File: config.mk
export PLATFORM = sky130hd
export DESIGN_NAME = serial_code_converter
export DESIGN_NICKNAME = d
export VERILOG_FILES = /design/src/rtl/serial_code_converter.sv
export SDC_FILE = /design/constraint.sdc
export NUM_CORES = 1
export LEC_CHECK = 0
export BUFFER_PORTS_ARGS = -buffer_cell sky130_fd_sc_hd__buf_2
export CAP_MARGIN = 0
export CORE_MARGIN = 8
export CORE_UTILIZATION = 35
export DETAILED_ROUTE_END_ITERATION = 10
export HOLD_SLACK_MARGIN = 0.02
export SLEW_MARGIN = 40
export SYNTH_ARGS = -nofsm -noshare
export SYNTH_HDL_FRONTEND = slang
export SYNTH_SLANG_ARGS = --single-unit
File: constraint.sdc
create_clock -name clock -period 1.9 [get_ports clock]
set_input_delay 0.095 -clock clock [delete_from_list [all_inputs] [get_ports clock]]
set_output_delay 0.095 -clock clock [all_outputs]
set_load 0.005 [all_outputs]
File: src/rtl/serial_code_converter.sv
// rtl/serial_code_converter.sv - serial LSB-first BCD<->XS3 digit converter with framing and validation
// Mealy datapath: z, digit_done, frame_done and err follow x/en in the same cycle.
module serial_code_converter #(
    parameter  int DIGITS = 2,
    localparam int CW     = (DIGITS > 1) ? $clog2(DIGITS) : 1
) (
    input  logic          clock,
    input  logic          reset,
    input  logic          en,
    input  logic          mode,
    input  logic          x,
    output logic          z,
    output logic          z_valid,
    output logic          digit_done,
    output logic          frame_done,
    output logic          err,
    output logic          frame_err,
    output logic [CW-1:0] digit_cnt
);

    logic [1:0]    bit_cnt_q, bit_cnt_d;
    logic [CW-1:0] digit_cnt_q, digit_cnt_d;
    logic          cb_q, cb_d;
    logic [2:0]    sr_q, sr_d;
    logic          mode_q, mode_d;
    logic          frame_err_q, frame_err_d;

    logic          first_bit;
    logic          last_bit;
    logic          last_digit;
    logic          m;
    logic          k;
    logic          c;
    logic          cb_next;
    logic [3:0]    v;
    logic          bad;

    always_comb begin
        first_bit  = (bit_cnt_q == 2'd0) && (digit_cnt_q == '0);
        last_bit   = (bit_cnt_q == 2'd3);
        last_digit = (digit_cnt_q == CW'(DIGITS - 1));
        // Mode is latched on the first bit of a frame so mid-frame changes are ignored.
        m          = first_bit ? mode : mode_q;
        // Constant 3 = 4'b0011 presented LSB first.
        k          = ~bit_cnt_q[1];
        c          = (bit_cnt_q == 2'd0) ? 1'b0 : cb_q;
        if (m) begin
            cb_next = (~x & (k | c)) | (k & c);
        end else begin
            cb_next = (x & k) | (x & c) | (k & c);
        end
        v = {x, sr_q};
        if (m) begin
            bad = (v < 4'd3) || (v > 4'd12);
        end else begin
            bad = (v > 4'd9);
        end
    end

    always_comb begin
        z          = en & (x ^ k ^ c);
        z_valid    = en;
        digit_done = en & last_bit;
        frame_done = en & last_bit & last_digit;
        err        = en & last_bit & bad;
        frame_err  = frame_err_q;
        digit_cnt  = digit_cnt_q;
    end

    always_comb begin
        bit_cnt_d   = bit_cnt_q;
        digit_cnt_d = digit_cnt_q;
        cb_d        = cb_q;
        sr_d        = sr_q;
        mode_d      = mode_q;
        frame_err_d = frame_err_q;
        if (en) begin
            bit_cnt_d = bit_cnt_q + 2'd1;
            cb_d      = cb_next;
            case (bit_cnt_q)
                2'd0:    sr_d[0] = x;
                2'd1:    sr_d[1] = x;
                2'd2:    sr_d[2] = x;
                default: sr_d    = sr_q;
            endcase
            if (last_bit) begin
                digit_cnt_d = last_digit ? '0 : digit_cnt_q + CW'(1);
            end
            if (first_bit) begin
                mode_d = mode;
            end
            // The flag is sticky for the whole frame; a new frame's first bit clears it.
            if (err) begin
                frame_err_d = 1'b1;
            end else if (first_bit) begin
                frame_err_d = 1'b0;
            end
        end
    end

    always_ff @(posedge clock or posedge reset) begin
        if (reset) begin
            bit_cnt_q   <= 2'd0;
            digit_cnt_q <= '0;
            cb_q        <= 1'b0;
            sr_q        <= 3'd0;
            mode_q      <= 1'b0;
            frame_err_q <= 1'b0;
        end else begin
            bit_cnt_q   <= bit_cnt_d;
            digit_cnt_q <= digit_cnt_d;
            cb_q        <= cb_d;
            sr_q        <= sr_d;
            mode_q      <= mode_d;
            frame_err_q <= frame_err_d;
        end
    end

endmodule

-- Word-level counts from Yosys, hierarchy flattened
Index checks and enable logic that the tools add are counted.
- $add $sub $neg: 2
- order comparisons: 3
- equality and inequality tests: 3
- mux-type cells: 7
- bitwise operators: 17
- reduce and logical (&&, ||, !) cells: 9
- operators by type and width (operator ; count):
    2-bit AND reduction ; 5
    1-bit AND ; 8
    4-bit > comparator (second input constant) ; 2
    1-bit two-way mux ; 7
    2-bit == test (second input constant) ; 2
    4-bit by 2-bit less-than comparator with 1-bit output (second input constant) ; 1
    1-bit bitwise OR ; 4
    1-bit NOT ; 3
    2-bit by 1-bit adder with 2-bit output (second input constant) ; 1
    2-bit by 1-bit == test with 1-bit output (second input constant) ; 1
    2-bit zero test ; 1
    2-bit nonzero test ; 1
    1-bit XOR ; 2
    1-bit adder (second input constant) ; 1
    1-bit logical AND ; 1
    1-bit logical OR ; 1
- flip-flop bits (word level): 9
- output and inout port bits: 7
- logic and storage cells: 49

-- Longest topological paths before layout
Gate-level depths: netlist of run 1.
- depth in word-level cells: 7
- mapped depth: 6

-- Least setup slack after synthesis of run 1
Ideal clock, no wire load.
- path kind: register to output
- start point: reg bit_cnt_q[1]
- end point: out err
- data arrival time: 1.580 ns
- setup slack: 0.225 ns
- cell stages (with the launch flop): 7
- cell sequence: dfrtp_1 > inv_1 > ha_1 > nor2b_2 > mux2i_1 > mux2_4 > nor2_1
- cells in the longest elaborated chain, start to end: 5
- elaborated cells between the ends (all ways): 7
- ends and longest elaborated chain (what ; RTL line ; RTL):
    start, declared ; 21 ; logic [1:0] bit_cnt_q, bit_cnt_d;
    start signal, assigned ; 110 ; bit_cnt_q <= bit_cnt_d;
    2-bit zero test ; 39 ; first_bit = (bit_cnt_q == 2'd0) && (digit_cnt_q == '0);
    1-bit logical AND ; 39 ;
    1-bit two-way mux ; n/a ;
    1-bit two-way mux ; 53 ; if (m) begin
    1-bit AND (*) ; 65 ; err = en & last_bit & bad;
    end, declared ; 16 ; output logic err,
Every way passes the cells marked *; elsewhere a longest branch is shown, timed or not.

-- Worst setup path in the final report of run 1
Ends and elaborated chain as after synthesis.

==> flow_metrics.env, run 1 <==
export IMPL_ys_seq_elements=9
export IMPL_p_seq_share_pct=31.9
export IMPL_drive_gt1_share_pct=44.7
export IMPL_setup_tns_final_ps=0
export IMPL_cts_buffer_depth=2
export IMPL_slew_headroom_pct=75.8
export IMPL_status="complete, no violations"
export IMPL_endpoint_kind="output port"
export IMPL_area_growth_pct=34.8
export IMPL_rows=14
export IMPL_vias_per_cell=4.87
export IMPL_worstPathRequired_ps=1800
export IMPL_antenna_found_initial=0
export IMPL_cp_data_arrival_time_ps=1800
export IMPL_io_pins=12
export IMPL_path_clk_slew_ps=60
export IMPL_ys_flop_type="dfrtp_1"
export IMPL_worstSetupPathType="register to output port"
export IMPL_startpoint_type="register"
export IMPL_dp_hpwl_um=858
export IMPL_stdcell_count=92
export IMPL_clock_skew_ps=3.91
export IMPL_wl_per_cell_um=12.9
export IMPL_pwr_share_clk_pct=12.7
export IMPL_final_nets=87
export IMPL_drv_slew=0
export IMPL_route_detailed_drc=0
export IMPL_synthCells=54
export IMPL_die_x_um=55.7
export IMPL_grt_max_degree=14
export IMPL_final_hold_viol_count=0
export IMPL_min_path_type="input port to register"
export IMPL_wl_um=1190
export IMPL_grtUsageTotal_pct=7.88
export IMPL_utilization_pct=49.8
export IMPL_coreArea_um2=1490
export IMPL_nFillCells=143
export IMPL_period_needed_ps=1890
export IMPL_synth_edff_count=0
export IMPL_yosysWarningCount=0
export IMPL_first_pass_iters=2
export IMPL_async_reset_ff_share_pct=100
export IMPL_port_buffers=11
export IMPL_worstMarginPinSlew_ps=363
export IMPL_leakage_nw=0.362
export IMPL_syn_cell_area_um2=551
export IMPL_peakVddDrop_v=0.000631
export IMPL_fmaxAchievable_mhz=529
export IMPL_pre_cts_slack_ps=110
export IMPL_grt_setup_unrepaired="true"
export IMPL_antenna_cells=0
export IMPL_drtAntennaViolNets=0
export IMPL_grt_pass1_vias=459
export IMPL_ys_seq_area_share_pct=40.9
export IMPL_first_iter_violations=4
export IMPL_dr_total_vias=448
export IMPL_gp_congestion=0.799
export IMPL_grt_remaining_overflow=0
export IMPL_combPwrFrac_pct=55.4
export IMPL_synth_distinct_cells=22
export IMPL_synthesis_nets=64
export IMPL_worst_slack_ps=9.45
export IMPL_p_sw_share_pct=36.5
export IMPL_cts_tree="built"
export IMPL_die_h_um=55.7
export IMPL_h_tree_depth=1
export IMPL_powerDensity_nw_per_um2=1620
export IMPL_design_die_area_um2=3100
export IMPL_clock_latency_ps=260
export IMPL_initial_core_util_pct=37.0
export IMPL_cts_sinks=9
export IMPL_finalSetupViolCount=0
export IMPL_fin_crit_sh_pct=99.5
export IMPL_maxCapViolations=0
export IMPL_switchingPower_uw=439
export IMPL_grt_pass1_wl_um=1990
export IMPL_root_buffer="clkbuf_4"
export IMPL_crit_fanout=3
export IMPL_dpl_cell_count=82
export IMPL_p_int_uw=763
export IMPL_holdWs_ps=120
export IMPL_syn_area_per_cell_um2=10.2
export IMPL_numCtsBuffers=3
cell families (layout without fill, tap and decap cells):
| group | count (synthesis) | count (layout) | synth area share [%] |
|---|---|---|---|
| muxes | 6 | 6 | 12.7 |
| adders and majority gates | 5 | 5 | 11.4 |
| and+or+nand+nor | 12 | 12 | 10.5 |
| buffers and inverters | 6 | 28 | 5.00 |
| DFF | 9 | 9 | 40.9 |
| AOI/OAI and AO/OA | 13 | 13 | 14.8 |
| xor gates and xnor gates | 3 | 3 | 4.77 |
registers in the layout, indices dropped and copies added, names as in the netlist:
name / count
mode_q: 1
sr_q: 3
cb_q: 1
bit_cnt_q: 2
digit_cnt: 1
frame_err: 1
power groups by stage:
stage | sequential [mW] | combinational, mW | clock (mW)
6_report | 0.383 | 0.666 | 0.153
5_1_grt | 0.397 | 0.742 | 0.164
4_1_cts | 0.380 | 0.634 | 0.155
3_5_place_dp | 0.377 | 0.517 | 0
3_3_place_gp | 0.372 | 0.509 | 0
2_1_floorplan | 0.366 | 0.353 | 0
final timing paths:
check | startpoint | endpoint | slack (ps) | cells past startpoint
setup / recovery | bit_cnt_q[1] | err | 9 | 7
hold / removal | mode | mode_q | 120 | 2
setup reg to reg | bit_cnt_q[1] | frame_err | 250 | 7
hold reg to reg | frame_err | frame_err | 540 | 2
max in group asynchronous | reset | cb_q | 1300 | 3
min in group asynchronous | reset | sr_q[1] | 340 | 3
cells in the final DEF, fill, tap and decap left out, types with 2 or more instances in the layout:
master    count
xnor2_1       2
inv_2         2
a211oi_1      2
inv_1         2
mux2_2        4
dfrtp_1       9
clkbuf_4      3
buf_4         8
nand2_1       6
buf_2        11
o21ai_0       7
ha_1          4
worst max-delay path, stage by stage, from the launching register on:
cell     delay, ps
dfrtp_1        390
inv_2           80
ha_4           140
nor2b_4        160
mux2i_4        270
mux2_4         330
nor2_2          70
buf_2          110
Yosys cell counts (2+ instances only):
cell type / number / area share (%)
dfrtp_1: 9 / 41
nor2_1: 2 / 1.4
mux2_2: 4 / 8.2
xnor2_1: 2 / 3.2
nand2_1: 6 / 4.1
a211oi_1: 2 / 2.7
inv_1: 4 / 2.7
ha_1: 5 / 11
o21ai_0: 7 / 6.4
final cells by class:
type,count,area (µm²),share of cell area [%]
multi-input cells,39,330,44.5
flip-flops and latches,9,225,30.4
repair buffers,20,125,16.9
clock buffers,4,26.3,3.54
well taps,16,20.0,2.70
inverters,4,15.0,2.02
routing by layer:
metal  track usage (%)  part of all wire [%]
met4              5.28                  0.76
met5                 0                     0
met3              2.97                   5.5
met2              12.5                    48
met1              8.46                    45
metrics by stage:
| step | cell area (µm²) | power (mW) |
|---|---|---|
| global placement | 636 | 0.881 |
| detailed placement | 636 | 0.893 |
| global route | 742 | 1.30 |
| floorplan | 551 | 0.719 |
| CTS | 724 | 1.17 |
| finish | 742 | 1.20 |
repair_timing:
action,CTS,global route
endpoints found under the hold margin,9,0
hold buffers,1,0
setup buffers,3,2
pin swaps,1,0
setup endpoints to repair,1,1
gates resized for setup,7,1
No activity file was read; power rests on OpenSTA's default activity.
==> run 2: changes to the inputs <==
Settings changed: CTS_BUF_LIST set to sky130_fd_sc_hd__clkbuf_8.
==> run 2 against run 1 <==
Combinational power is essentially flat. Highest routed layer unchanged. Largest cell class unchanged. Register-to-register slack is essentially flat. Hold slack gained 29 ps. Count of clock-buffer cells in the layout shrank 1.
==> flow_metrics.env, run 2 (synthesis results as in run 1) <==
export IMPL_leakage_nw=0.374
export IMPL_reg2reg_to="frame_err"
export IMPL_min_path_type="input port to register"
export IMPL_switchingPower_uw=447
export IMPL_grtUsageTotal_pct=8.06
export IMPL_drtAntennaViolNets=0
export IMPL_min_path_cells=2
export IMPL_fmaxAchievable_mhz=539
export IMPL_powerDensity_nw_per_um2=1670
export IMPL_drv_slew=0
export IMPL_wl_per_cell_um=13.1
export IMPL_crit_fanout=3
export IMPL_status="complete, no violations"
export IMPL_worstMarginPinSlew_ps=360
export IMPL_antenna_found_initial=0
export IMPL_fin_crit_sh_pct=97.6
export IMPL_p_sw_share_pct=35.2
export IMPL_dp_hpwl_um=858
export IMPL_r2r_cells=7
export IMPL_initial_core_util_pct=37.0
export IMPL_root_buffer="clkbuf_8"
export IMPL_numCtsBuffers=3
export IMPL_slew_headroom_pct=76.0
export IMPL_die_h_um=55.7
export IMPL_io_pins=12
export IMPL_cts_tree="built"
export IMPL_gp_congestion=0.799
export IMPL_hold_start="mode"
export IMPL_p_int_uw=823
export IMPL_wl_um=1200
export IMPL_stdcell_count=92
export IMPL_worstPathRequired_ps=1800
export IMPL_dr_total_vias=458
export IMPL_reg2reg_from="bit_cnt_q[1]"
export IMPL_peakVddDrop_v=0.000738
export IMPL_grt_pass1_wl_um=2040
export IMPL_endpoint_kind="output port"
export IMPL_cpPeakStageDelay_ps=380
export IMPL_final_common_cell="buf_2"
export IMPL_drive_gt1_share_pct=44.7
export IMPL_r2r_slack_ps=250
export IMPL_layout_common_cells="buf_2 (11), dfrtp_1 (9), buf_4 (8)"
export IMPL_final_hold_viol_count=0
export IMPL_clock_skew_ps=2.08
export IMPL_route_detailed_drc=0
export IMPL_period_needed_ps=1850
export IMPL_largest_reg_flops=3
export IMPL_design_die_area_um2=3100
export IMPL_place_area_um2=636
export IMPL_dpl_cell_count=82
export IMPL_grt_setup_unrepaired="true"
export IMPL_grt_pass1_vias=465
export IMPL_combPwrFrac_pct=52.5
export IMPL_cts_sinks=9
export IMPL_finalSetupViolCount=0
export IMPL_pwr_share_clk_pct=17.2
export IMPL_largest_register="sr_q"
export IMPL_final_nets=87
export IMPL_whs_endpoint="mode_q"
export IMPL_grt_remaining_overflow=0
export IMPL_port_buffers=11
export IMPL_area_growth_pct=38.2
export IMPL_cts_buffer_depth=2
export IMPL_cp_cell_sequence="inv_2 > ha_4 > nor2b_4 > mux2i_4 > mux2_4 > nor2_2 > buf_2"
export IMPL_worstSetupPathType="register to output port"
export IMPL_clock_latency_ps=230
export IMPL_holdWs_ps=150
export IMPL_cp_data_arrival_time_ps=1760
export IMPL_rows=14
export IMPL_largestRegisters="sr_q x3, bit_cnt_q x2"
export IMPL_startpoint_type="register"
export IMPL_h_tree_depth=1
export IMPL_maxCapViolations=0
export IMPL_antenna_cells=0
export IMPL_coreArea_um2=1490
export IMPL_die_x_um=55.7
export IMPL_first_pass_iters=4
export IMPL_slowest_stage="dfrtp_1"
export IMPL_final_area_um2=761
export IMPL_path_clk_slew_ps=40
export IMPL_p_seq_share_pct=30.3
export IMPL_first_iter_violations=14
export IMPL_grt_max_degree=14
export IMPL_vias_per_cell=4.98
export IMPL_nFillCells=142
## run 2: routing by layer
layer	GRT usage [%]	up-vias	wire length, µm
met4	5.28	0	7
met2	13.3	11	604
met3	2.97	2	74
met1	8.33	218	516
met5	0	-	0
li1	-	227	-
## run 2: layout make-up
type                    count  area (µm²)  share of cell area [%]
clock buffers               3        41.3                    5.43
clock inverters             1        3.75                   0.493
inverters                   4        15.0                    1.97
multi-input cells          39         330                    43.4
flip-flops and latches      9         225                    29.6
well taps                  16        20.0                    2.63
repair buffers             20         125                    16.4
## run 2: stage by stage
step / utilization, % / TNS, ps / setup slack (ps) / power, mW
after detailed placement: 42.7 / 0 / 110 / 0.893
after global routing: 51.1 / -33.5 / -33.5 / 1.38
final: 51.1 / 0 / 45.2 / 1.27
after global placement: 42.7 / 0 / 175 / 0.881
after floorplan: - / 0 / 225 / 0.719
after CTS: 49.4 / 0 / 13.0 / 1.23
## run 2: power groups by stage
stage / Combinational (mW) / Clock, mW / Sequential [mW]
2_1_floorplan: 0.353 / 0 / 0.366
3_3_place_gp: 0.509 / 0 / 0.372
3_5_place_dp: 0.517 / 0 / 0.377
4_1_cts: 0.622 / 0.226 / 0.381
5_1_grt: 0.745 / 0.233 / 0.398
6_report: 0.667 / 0.218 / 0.386
## run 2: what timing repair did
action,in CTS,in global routing
setup buffers,2,3
gates cloned,0,0
hold buffers,1,0
endpoints found under the setup margin,1,1
endpoints found under the hold margin,9,0
resized for setup,7,1
pin swaps,1,0
## run 2: worst max-delay path: cells and delay by family (launching register included)
| family | cells | cell delay [ps] |
|---|---|---|
| mux | 2 | 600 |
| flops | 1 | 380 |
| fa+ha+maj | 1 | 130 |
| buf+inv | 2 | 190 |
| simple gates | 2 | 230 |
## run 2: how the worst max path moves through the flow
stage / cells after the start / start / slack (ps) / end
after global placement: 7 / bit_cnt_q[1] / 170 / err
final: 7 / bit_cnt_q[1] / 50 / err
after CTS: 7 / bit_cnt_q[1] / 10 / err
after detailed placement: 7 / bit_cnt_q[1] / 110 / err
after global routing: 7 / bit_cnt_q[1] / -30 / err
after floorplan: 6 / bit_cnt_q[1] / 220 / err
